## src/rtl/adder_operand_packer.sv

```systemverilog
`timescale 1ns/1ps
// adder_operand_packer
// Collects a serial stream of BITS-wide operands into NUM-lane groups and
// issues each group to the multi-input adder as a one-cycle valid pulse.
// Issue is credit-limited so at most MAX_OUT sums are in flight; the adder's
// valid_out returns credits. Operands are opaque here (float16 bit patterns),
// so no arithmetic is applied to them.
module adder_operand_packer #(
  parameter int BITS    = 16,
  parameter int NUM     = 4,
  parameter int MAX_OUT = 4,
  localparam int CW     = $clog2(MAX_OUT + 1),
  localparam int FW     = (NUM > 1) ? $clog2(NUM) : 1
) (
  input  logic                clk,
  input  logic                resetn,
  input  logic                in_valid,
  output logic                in_ready,
  input  logic [BITS-1:0]     in_data,
  input  logic                in_last,
  input  logic                ret_valid,
  output logic                valid,
  output logic [NUM*BITS-1:0] data,
  output logic [CW-1:0]       credits,
  output logic                err_overflow
);

  // Credit counter update: a take consumes one credit, a return restores one,
  // both together cancel. A return at full credit saturates instead of wrapping.
  function automatic logic [CW-1:0] next_credit(input logic [CW-1:0] cur,
                                                input logic            take,
                                                input logic            ret);
    logic [CW-1:0] nxt;
    nxt = cur;
    if (take && !ret) begin
      nxt = cur - CW'(1);
    end else if (ret && !take && (cur != CW'(MAX_OUT))) begin
      nxt = cur + CW'(1);
    end
    return nxt;
  endfunction

  // A return with nothing outstanding indicates a protocol error downstream.
  function automatic logic is_overflow(input logic [CW-1:0] cur,
                                       input logic            take,
                                       input logic            ret);
    return ret && !take && (cur == CW'(MAX_OUT));
  endfunction

  logic [FW-1:0]       fill_p0;
  logic [NUM*BITS-1:0] lanes_p0;
  logic                vld_p1;
  logic [NUM*BITS-1:0] data_p1;
  logic [CW-1:0]       credits_q;
  logic                err_q;

  logic                accept;
  logic                final_acc;
  logic [NUM*BITS-1:0] packed_w;

  // in_ready depends only on registered credit state, never on in_valid.
  assign in_ready  = (credits_q != '0);
  assign accept    = in_valid && in_ready;
  assign final_acc = accept && (in_last || (fill_p0 == FW'(NUM - 1)));

  // Lane image including the operand being accepted this cycle; lane 0 sits
  // in the MSBs so the adder sees {i0, i1, ...} = data.
  always_comb begin
    packed_w = lanes_p0;
    if (accept) begin
      packed_w[(NUM - 1 - int'(fill_p0)) * BITS +: BITS] = in_data;
    end
  end

  // Stage 0: lane fill. A completed group clears the lanes so unfilled lanes
  // of the next short group read as +0.0.
  always_ff @(posedge clk or negedge resetn) begin
    if (!resetn) begin
      fill_p0  <= '0;
      lanes_p0 <= '0;
    end else if (accept) begin
      if (final_acc) begin
        fill_p0  <= '0;
        lanes_p0 <= '0;
      end else begin
        fill_p0  <= fill_p0 + FW'(1);
        lanes_p0 <= packed_w;
      end
    end
  end

  // Stage 1: issue register. data holds between pulses; valid is one cycle.
  always_ff @(posedge clk or negedge resetn) begin
    if (!resetn) begin
      vld_p1  <= 1'b0;
      data_p1 <= '0;
    end else begin
      vld_p1 <= final_acc;
      if (final_acc) begin
        data_p1 <= packed_w;
      end
    end
  end

  // Credit accounting and sticky overflow flag, updated on the issue edge.
  always_ff @(posedge clk or negedge resetn) begin
    if (!resetn) begin
      credits_q <= CW'(MAX_OUT);
      err_q     <= 1'b0;
    end else begin
      credits_q <= next_credit(credits_q, final_acc, ret_valid);
      if (is_overflow(credits_q, final_acc, ret_valid)) begin
        err_q <= 1'b1;
      end
    end
  end

  assign valid        = vld_p1;
  assign data         = data_p1;
  assign credits      = credits_q;
  assign err_overflow = err_q;

endmodule

```

## config.mk

```make
export PLATFORM = sky130hd
export DESIGN_NAME = adder_operand_packer
export DESIGN_NICKNAME = d
export VERILOG_FILES = /design/src/rtl/adder_operand_packer.sv
export SDC_FILE = /design/constraint.sdc
export NUM_CORES = 1
export LEC_CHECK = 0
export CAP_MARGIN = 20
export CORE_ASPECT_RATIO = 0.9
export CORE_MARGIN = 8
export CORE_UTILIZATION = 46
export DETAILED_ROUTE_END_ITERATION = 6
export PLACE_DENSITY = 0.73
export SYNTH_ARGS = -nofsm -noshare
export SYNTH_HDL_FRONTEND = slang
export SYNTH_SLANG_ARGS = --single-unit
```

## constraint.sdc

```tcl
create_clock -name clk -period 2.27 [get_ports clk]
set_input_delay 0.3405 -clock clk [delete_from_list [all_inputs] [get_ports clk]]
set_output_delay 0.3405 -clock clk [all_outputs]
set_load 0.02 [all_outputs]
```

==> flow_results.org, run 1 <==
** Power and ir drop
- The analysis attributes to cell leakage a power of between 0.003 and 0.004 µW.
- Of the total power, registers draw 0.355.
- Clk network pwr share :: 0.298
- Final Power :: slightly above 9000 µW
- In this run the power density over the cells is roughly 1200 mW/mm².
- The share of total power dissipated in combinational logic is 0.347.
- Of the total power, the share spent switching nets is 0.3501.
- Sw power :: 3257 µW
- Internal power :: roughly 6000 µW
- VDD IR-drop max :: between 0.6 and 0.7 mV

** Place
- In this run the tool buffered the top-level ports with 90 buffer cells.
- After legalization and detailed placement, the total HPWL measured about 10 mm.
- Global placement routability congestion :: 0.8499

** Floorplan
- Overall die area :: between 0.015 and 0.02 mm²
- The floorplan step set the die height to approximately 120 µm.
- X dimension of the die :: roughly 130 µm
- Initial core utilization :: 0.4659
- The floorplan has 39 rows.
- Area of the core region :: about 0.013 mm²
- just over 90 I/O pins were placed.

** CTS
- Clock tree from TritonCTS :: done
- Clock latency reported for the late side of the worst-skew pair :: around 0.42 ns
- Number of sinks handled by clock tree synthesis :: 135
- Clk slew on worst S/H paths :: 0.05 ns
- In this run the deepest clock path goes through 2 buffers.
- Clock H-tree levels :: 4
- The root buffer cell chosen for the clock tree is sky130_fd_sc_hd__clkbuf_16.
- Number of clock buffers inserted by TritonCTS :: 17

** Finish
- The repair_antennas step left the layout with diodes totalling 0.
- Number of nets at the end of the flow :: just under 700
- Layout area overhead :: 28.97%
- Footprint of the multi-input gates :: ~0.0022 mm²
- Share of final-layout standard cells stronger than drive strength 1 :: 0.1073
- Total area of sequential cells :: 0.003381 mm²
- Top library cells by usage in the layout, fill and taps aside :: sky130_fd_sc_hd__dfrtp_1 (133), sky130_fd_sc_hd__clkdlybuf4s50_1 (89), sky130_fd_sc_hd__nand2_1 (84)
- Layout filler cell count :: roughly 1000
- Measured on the finished design, the core utilization comes to 0.6009.
- Most common library cell in the layout ignoring fill and taps :: sky130_fd_sc_hd__dfrtp_1

** Worst setup path
- Cells along the critical path :: buf_4 > nor2_1 > nand2_1 > clkdlybuf4s50_1
- For this design, the slowest cell found on the critical path is sky130_fd_sc_hd__clkdlybuf4s50_1.
- The largest single stage delay on the critical path is around 0.55 ns.
- For the worst setup path, the data required time is slightly below 2 ns.
- Critical Path Start Type :: flip-flop
- Of all nets on the critical path, the largest fanout is 9.
- WP data arrival :: 1.77 ns
- The worst setup path is of the reg2out kind.
- Endpoint class of the critical path :: output pin

** STA
- Relative slew slack :: 0.6162
- Setup repair after global routing left no endpoint under its margin.
- F_max :: 0.4728 GHz
- Fin Clk Skew :: around 0.0064 ns
- Worst slew pin tran :: roughly 0.57 ns
- Accumulated negative setup slack :: 0 ns
- Minimum clock period :: 2.115 ns
- Setup violations, final :: 0
- The count of pins over their slew limit came to 0.
- The count of final hold-check violations is 0.
- Of the available clock period, the critical path in the final layout requires 0.9316.

** Synth
- Sequential element share of the synthesized area :: 0.5784
- Number of cells produced by synthesis :: 558
- The average instance in the mapped netlist occupies 10.47 µm².
- Post-synthesis cell area :: roughly 0.0058 mm²
- Unique cell type count in the Yosys netlist :: 42
- Synthesis inferred roughly 140 register bits.
- Number of warnings printed during yosys synthesis :: 0
- Nets in the synthesized netlist :: around 590

** Detailed routing
- Dividing the detail-routed via count by the number of cells gives around 5.6.
- In this run the remaining antenna-violating nets after routing total 0.
- Drt initial violations :: between 300 and 400
- Per-cell routed wire length :: 18.70 µm
- The final layout contains routed wiring with a total length of 15.45 mm.
- Across all layers, the routed design uses between 4000 and 5000 vias.
- For this run, design rule violations remaining after detail routing come to 0.
- The first detailed-routing pass ran for 5 iterations.

** Global route
- The first global-routing pass estimated approximately 25 mm of wire.
- Number of global-route vias before repair :: approximately 4600
- The number of antenna violations at the first check in global routing is 0.
- Overflow after GRT :: 0
- Entering global routing, the biggest net connects approximately 120 pins.
- Total global-route track usage :: 0.1921

** Outcome
- Result of the run :: completed

** Worst hold path
- The path class of the tightest hold or removal check is in2async.

** Run
- Across the run, the number of max-cap violations was 0.
metrics by stage:
stage               hold slack (ns)  cell area, µm²  setup WS [ns]  instances
floorplan                   0.04491            5849       0.002707        558
global placement             0.3564            6904         0.1466        790
detailed placement           0.3484            6904         0.1053        790
CTS                          0.4572            7511        0.03753        823
global route                 0.4892            7536        0.03707        826
finish                       0.4468            7536         0.1552        826
Yosys cell counts:
master | n | share of area
sky130_fd_sc_hd__inv_2 | 1 | 0.00064
sky130_fd_sc_hd__o21ai_2 | 3 | 0.0045
sky130_fd_sc_hd__a41o_1 | 1 | 0.0017
sky130_fd_sc_hd__a22oi_1 | 1 | 0.0013
sky130_fd_sc_hd__nor3_1 | 1 | 0.00086
sky130_fd_sc_hd__inv_1 | 6 | 0.0039
sky130_fd_sc_hd__nand2_2 | 5 | 0.0054
sky130_fd_sc_hd__a31oi_1 | 16 | 0.017
sky130_fd_sc_hd__a32oi_1 | 1 | 0.0015
sky130_fd_sc_hd__nor2b_1 | 1 | 0.0011
sky130_fd_sc_hd__nor4b_2 | 1 | 0.0026
sky130_fd_sc_hd__fa_1 | 1 | 0.0034
sky130_fd_sc_hd__dfstp_2 | 1 | 0.0045
sky130_fd_sc_hd__o311a_1 | 3 | 0.0051
sky130_fd_sc_hd__nor2_1 | 18 | 0.012
sky130_fd_sc_hd__ha_1 | 5 | 0.011
sky130_fd_sc_hd__o21ai_0 | 35 | 0.030
sky130_fd_sc_hd__nand3_1 | 1 | 0.00086
sky130_fd_sc_hd__a21oi_1 | 49 | 0.042
sky130_fd_sc_hd__a221oi_1 | 1 | 0.0015
sky130_fd_sc_hd__nor4_2 | 1 | 0.0021
sky130_fd_sc_hd__buf_2 | 15 | 0.013
sky130_fd_sc_hd__o31a_1 | 1 | 0.0015
sky130_fd_sc_hd__xnor2_1 | 1 | 0.0015
sky130_fd_sc_hd__and4b_1 | 1 | 0.0017
sky130_fd_sc_hd__nand4_1 | 1 | 0.0011
sky130_fd_sc_hd__clkbuf_1 | 15 | 0.0096
sky130_fd_sc_hd__buf_6 | 4 | 0.0077
sky130_fd_sc_hd__buf_4 | 7 | 0.0090
sky130_fd_sc_hd__or2_1 | 1 | 0.0011
sky130_fd_sc_hd__and4bb_1 | 1 | 0.0021
sky130_fd_sc_hd__nor4_1 | 1 | 0.0011
sky130_fd_sc_hd__o21ai_1 | 18 | 0.015
sky130_fd_sc_hd__and2_1 | 16 | 0.017
sky130_fd_sc_hd__nor3b_1 | 1 | 0.0013
sky130_fd_sc_hd__and3_1 | 53 | 0.057
sky130_fd_sc_hd__a22o_1 | 48 | 0.072
sky130_fd_sc_hd__o31ai_4 | 1 | 0.0036
sky130_fd_sc_hd__o211ai_1 | 2 | 0.0026
sky130_fd_sc_hd__nand2_1 | 84 | 0.054
sky130_fd_sc_hd__nor2_4 | 1 | 0.0019
sky130_fd_sc_hd__dfrtp_1 | 134 | 0.57
flip-flops by register name (all words and copies together), names as in the netlist:
signal,cells
credits,3
err_overflow,1
data,64
fill_p0,2
valid,1
lanes_p0,64
metal layers:
| metal | global-route usage | vias up | share of wire |
|---|---|---|---|
| met4 | 0.07358 | 0 | 0.018 |
| met2 | 0.2815 | 176 | 0.44 |
| met5 | 0 | - | 0 |
| met1 | 0.2709 | 2246 | 0.47 |
| met3 | 0.04712 | 23 | 0.073 |
| li1 | - | 2180 | - |
critical path, delay by kind of cell (launching register included):
family | cells | cell delay (ns)
DFF | 1 | 0.39
and+or+nand+nor | 2 | 0.24
buffers and inverters | 2 | 0.73
power by group through the flow:
stage,Combinational (µW),Clock (µW),Sequential (µW)
4_1_cts,3180,2800,3320
3_5_place_dp,3160,0,3350
2_1_floorplan,1400,0,3710
3_3_place_gp,3090,0,3320
6_report,3230,2770,3300
5_1_grt,3510,2920,3370
area by class of cell:
class | instances | share of cell area
Sequential cell | 135 | 0.4486
Multi-Input combinational cell | 375 | 0.2940
Timing Repair Buffer | 113 | 0.1474
Clock buffer | 19 | 0.05877
Tap cell | 164 | 0.02723
Clock inverter | 13 | 0.02042
Inverter | 7 | 0.003487
cell families after synthesis:
kind of cell	synth area share
XOR/XNOR	0.001499
flip-flops	0.5784
adder cells (fa/ha/maj)	0.01413
AO/OA/AOI/OAI	0.1998
AND/OR/NAND/NOR	0.1625
buffers and inverters	0.04368
what timing repair did:
action                                  CTS  global route
resized for setup                         0             2
endpoints found under the setup margin    0            14
hold endpoints to repair                 35             0
setup buffers                             0             3
hold buffers                              1             0
path summary, 6_finish.rpt:
path,end,slack (ns),cells past startpoint,from
worst max-delay path,in_ready,0.16,4,credits[0]
worst min-delay path,data[51],0.45,2,resetn
worst max register to register,credits[2],0.19,9,fill_p0[0]
worst min register to register,err_overflow,0.47,1,err_overflow
max in group asynchronous,credits[2],1.10,3,resetn
min in group clk,err_overflow,0.47,1,err_overflow
Power figures use the tool's default switching activity.
==> inputs of run 2 (changes only) <==
CELL_PAD_IN_SITES_DETAIL_PLACEMENT = 2   (was not set)
CELL_PAD_IN_SITES_GLOBAL_PLACEMENT = 2   (was not set)
CORE_UTILIZATION = 31   (was 46)
CTS_CLUSTER_DIAMETER = 100   (was not set)
PLACE_DENSITY = not set   (was 0.73)
PLACE_DENSITY_LB_ADDON = 0.1   (was not set)
==> flow_results.org, run 2 (same netlist as run 1, synthesis figures left out) <==
** Place
- Pre-CTS setup slack :: 0.03538 ns (-0.06990 ns)
- The post-detailed-placement half-perimeter wirelength is 13.57 mm (+31%).
- The global placement routability congestion came to 0.7552 (-11%).
- Cell area after placement :: 0.007114 mm² (+3.0%)
- The number of input and output port buffers inserted was 90 (unchanged).

** STA
- Worst slew pin tran :: 0.7827 ns (+0.2113 ns)
- Setup repair after global routing missed its margin :: no
- Share of the cycle needed by the critical path after routing :: 0.9475 (+0.01585)
- F_max :: 0.4649 GHz (-1.7%)
- Setup violations, final :: 0 (unchanged)
- The normalized max-slew margin was 0.4781 (-0.1380).
- Worst Slack Setup Final :: 0.1192 ns (-0.03597 ns)
- The count of final hold-check violations is 0 (unchanged).
- The clock period minus worst slack came to 2.151 ns (+0.03598 ns).
- The count of pins over their slew limit was 0 (unchanged).
- The clock skew after layout is 0.007579 ns (+0.001205 ns).
- Worst hold slack after final layout :: 0.4684 ns (+0.02166 ns)

** Power and ir drop
- The worst voltage drop across the vdd grid came to 0.5842 mV (-5.2%).
- The internal power component was 6332 µW (+4.7%).
- Comb power frac :: 0.355 (+0.008)
- Proportion of power drawn by flip-flops and latches :: 0.342 (-0.013)
- Switching share of power :: 0.3528 (+0.002624)
- Clk network pwr share :: 0.303 (+0.005)
- The power spent charging and discharging nets came to 3451 µW (+6.0%).
- The power per cell area was 1255 mW/mm² (+1.7%).
- Leakage component of the power :: 0.003545 µW (+2.3%)

** CTS
- Clock H-tree levels :: 4 (unchanged)
- The later-pin clock latency in the skew report is 0.42 ns (about the same).
- The post-CTS clock slew at the launch and capture registers of the worst setup and hold paths came to 0.06 ns (about the same).
- The buffer depth of the longest clock path came to 2 (unchanged).
- Clock tree from TritonCTS :: done
- The cell sitting at the root of the clock tree is a sky130_fd_sc_hd__clkbuf_16.
- The total CTS buffers is 17 (unchanged).
- The number of clock sinks is 135 (unchanged).

** Floorplan
- The total die area was 0.02350 mm² (+42%).
- The overall die width was 160.7 µm (+19%).
- The number of top-level pins is 91 (unchanged).
- Area of the core region :: 0.01841 mm² (+47%)
- The row count was 47 (+21%).
- The floorplan die height is 146.2 µm (+19%).
- Initial core utilization :: 0.3174 (-0.1485)

** Worst setup path
- The worst setup path is launched from a flip-flop.
- Classification of the worst setup path :: reg2out
- The worst reg-to-reg path cell count was 5 (-4).
- The endpoint required time on the critical path was 1.93 ns (about the same).
- Highest net fanout along the worst path :: 9 (unchanged)
- Endpoint class of the critical path :: output pin
- WP data arrival :: 1.81 ns (+0.04 ns)

** Worst hold path
- Class of the worst hold path :: in2async

** Global route
- Total global-route track usage :: 0.1734 (-0.01872)
- Number of global-route vias before repair :: 5366 (+17%)
- Number of antenna violations at the first check in global routing :: 0 (unchanged)
- The maximum number of pins on one net before global-route repair was 74 (-37%).
- Global-route wire length before repair :: 31.97 mm (+29%)
- Overflow after GRT :: 0 (unchanged)

** Detailed routing
- The overall via count from detail_route was 4784 (+3.4%).
- The post-route antenna net violation count was 0 (unchanged).
- Total iterations of the first detailed-routing run :: 4 (-1)
- The number of remaining DRC errors is 0 (unchanged).
- Drt initial violations :: 221 (-40%)
- Wirelength, routed :: 19.91 mm (+29%)
- Per-cell routed wire length :: 21.73 µm (+16%)
- DR vias/cell :: 5.223 (-6.7%)

** Finish
- Top library cells by usage in the layout, fill and taps aside :: sky130_fd_sc_hd__dfrtp_1 (132), sky130_fd_sc_hd__clkdlybuf4s50_1 (89), sky130_fd_sc_hd__nand2_1 (84)
- Number of nets at the end of the flow :: 685 (+1.3%)
- Design Area, Final :: 0.007792 mm² (+3.4%)
- Layout filler cell count :: 1915 (+89%)
- Share of final-layout standard cells stronger than drive strength 1 :: 0.1177 (+0.01048)
- Most common library cell in the layout ignoring fill and taps :: sky130_fd_sc_hd__dfrtp_1
- The combined flip-flop and latch cell area came to 0.003382 mm² (about the same).
- The post-route core utilization is 0.4234 (-0.1776).
- The area of combinational cells with multiple inputs was 0.002230 mm² (+0.62%).
- The area growth from synthesis to layout is 33.36%.
- Number of antenna repair diodes :: 0 (unchanged)

** Outcome
- Result of the run :: completed

** Run
- Max Cap Violations :: 0 (unchanged)
## run 2: changes by cell type in the layout (fill, tap and decap cells not counted), moves of 2 or more
cell,change
sky130_fd_sc_hd__clkbuf_8,+2
sky130_fd_sc_hd__clkinv_2,-3
sky130_fd_sc_hd__buf_4,+5
sky130_fd_sc_hd__and3_2,-2
sky130_fd_sc_hd__and3_1,+2
sky130_fd_sc_hd__clkbuf_1,+3
sky130_fd_sc_hd__buf_12,+3
sky130_fd_sc_hd__clkinvlp_4,-3
## run 2: through the flow
| stage | TNS [ns] | power [µW] | cells |
|---|---|---|---|
| CTS | -0.01517 | 9838 | 913 |
| detailed placement | 0 | 6788 | 880 |
| finish | 0 | 9783 | 916 |
| floorplan | 0 | 5107 | 558 |
| global placement | 0 | 6645 | 880 |
| global route | 0 | 10300 | 916 |
## run 2: power by group through the flow
stage | logic (µW) | clock network [µW] | registers [µW]
finish | 3470 | 2970 | 3340
global route | 3760 | 3130 | 3420
global placement | 3290 | 0 | 3350
floorplan | 1400 | 0 | 3710
CTS | 3440 | 3040 | 3360
detailed placement | 3400 | 0 | 3380
## run 2: worst paths after layout
| check | startpoint | end | slack (ns) |
|---|---|---|---|
| hold / removal | resetn | err_overflow | 0.47 |
| hold reg to reg | data[34] | data[34] | 0.48 |
| max in group asynchronous | resetn | lanes_p0[12] | 1.15 |
| setup reg to reg | fill_p0[0] | lanes_p0[61] | 0.17 |
| setup / recovery | credits[1] | in_ready | 0.12 |
| min in group clk | data[34] | data[34] | 0.48 |
## run 2: area by class of cell
| cell class | count | area share |
|---|---|---|
| timing repair buffer | 122 | 0.1566 |
| clock inverter | 8 | 0.01879 |
| tap | 245 | 0.03934 |
| inverter | 7 | 0.003372 |
| clock buffer | 24 | 0.06182 |
| multi-input combinational | 375 | 0.2861 |
| sequential | 135 | 0.4340 |
## run 2: timing repair
item                                    CTS  global route
hold buffers                              1             0
hold endpoints to repair                 52             0
gates cloned                              0             0
endpoints found under the setup margin    2            61
buffers inserted                          0             3
resized for setup                         0             5
## run 2: worst max-delay path: stages, from the launching register on
cell and delay (ns):
sky130_fd_sc_hd__dfrtp_1 0.55, sky130_fd_sc_hd__nor2_1 0.14, sky130_fd_sc_hd__nand2_1 0.09, sky130_fd_sc_hd__clkdlybuf4s50_1 0.61
## run 2: routing by layer
layer	vias up	track usage	wire, µm
li1	2185	-	-
met4	0	0.04348	170
met3	11	0.04272	735
met2	83	0.2945	9850
met5	-	0	0
met1	2505	0.2172	9150
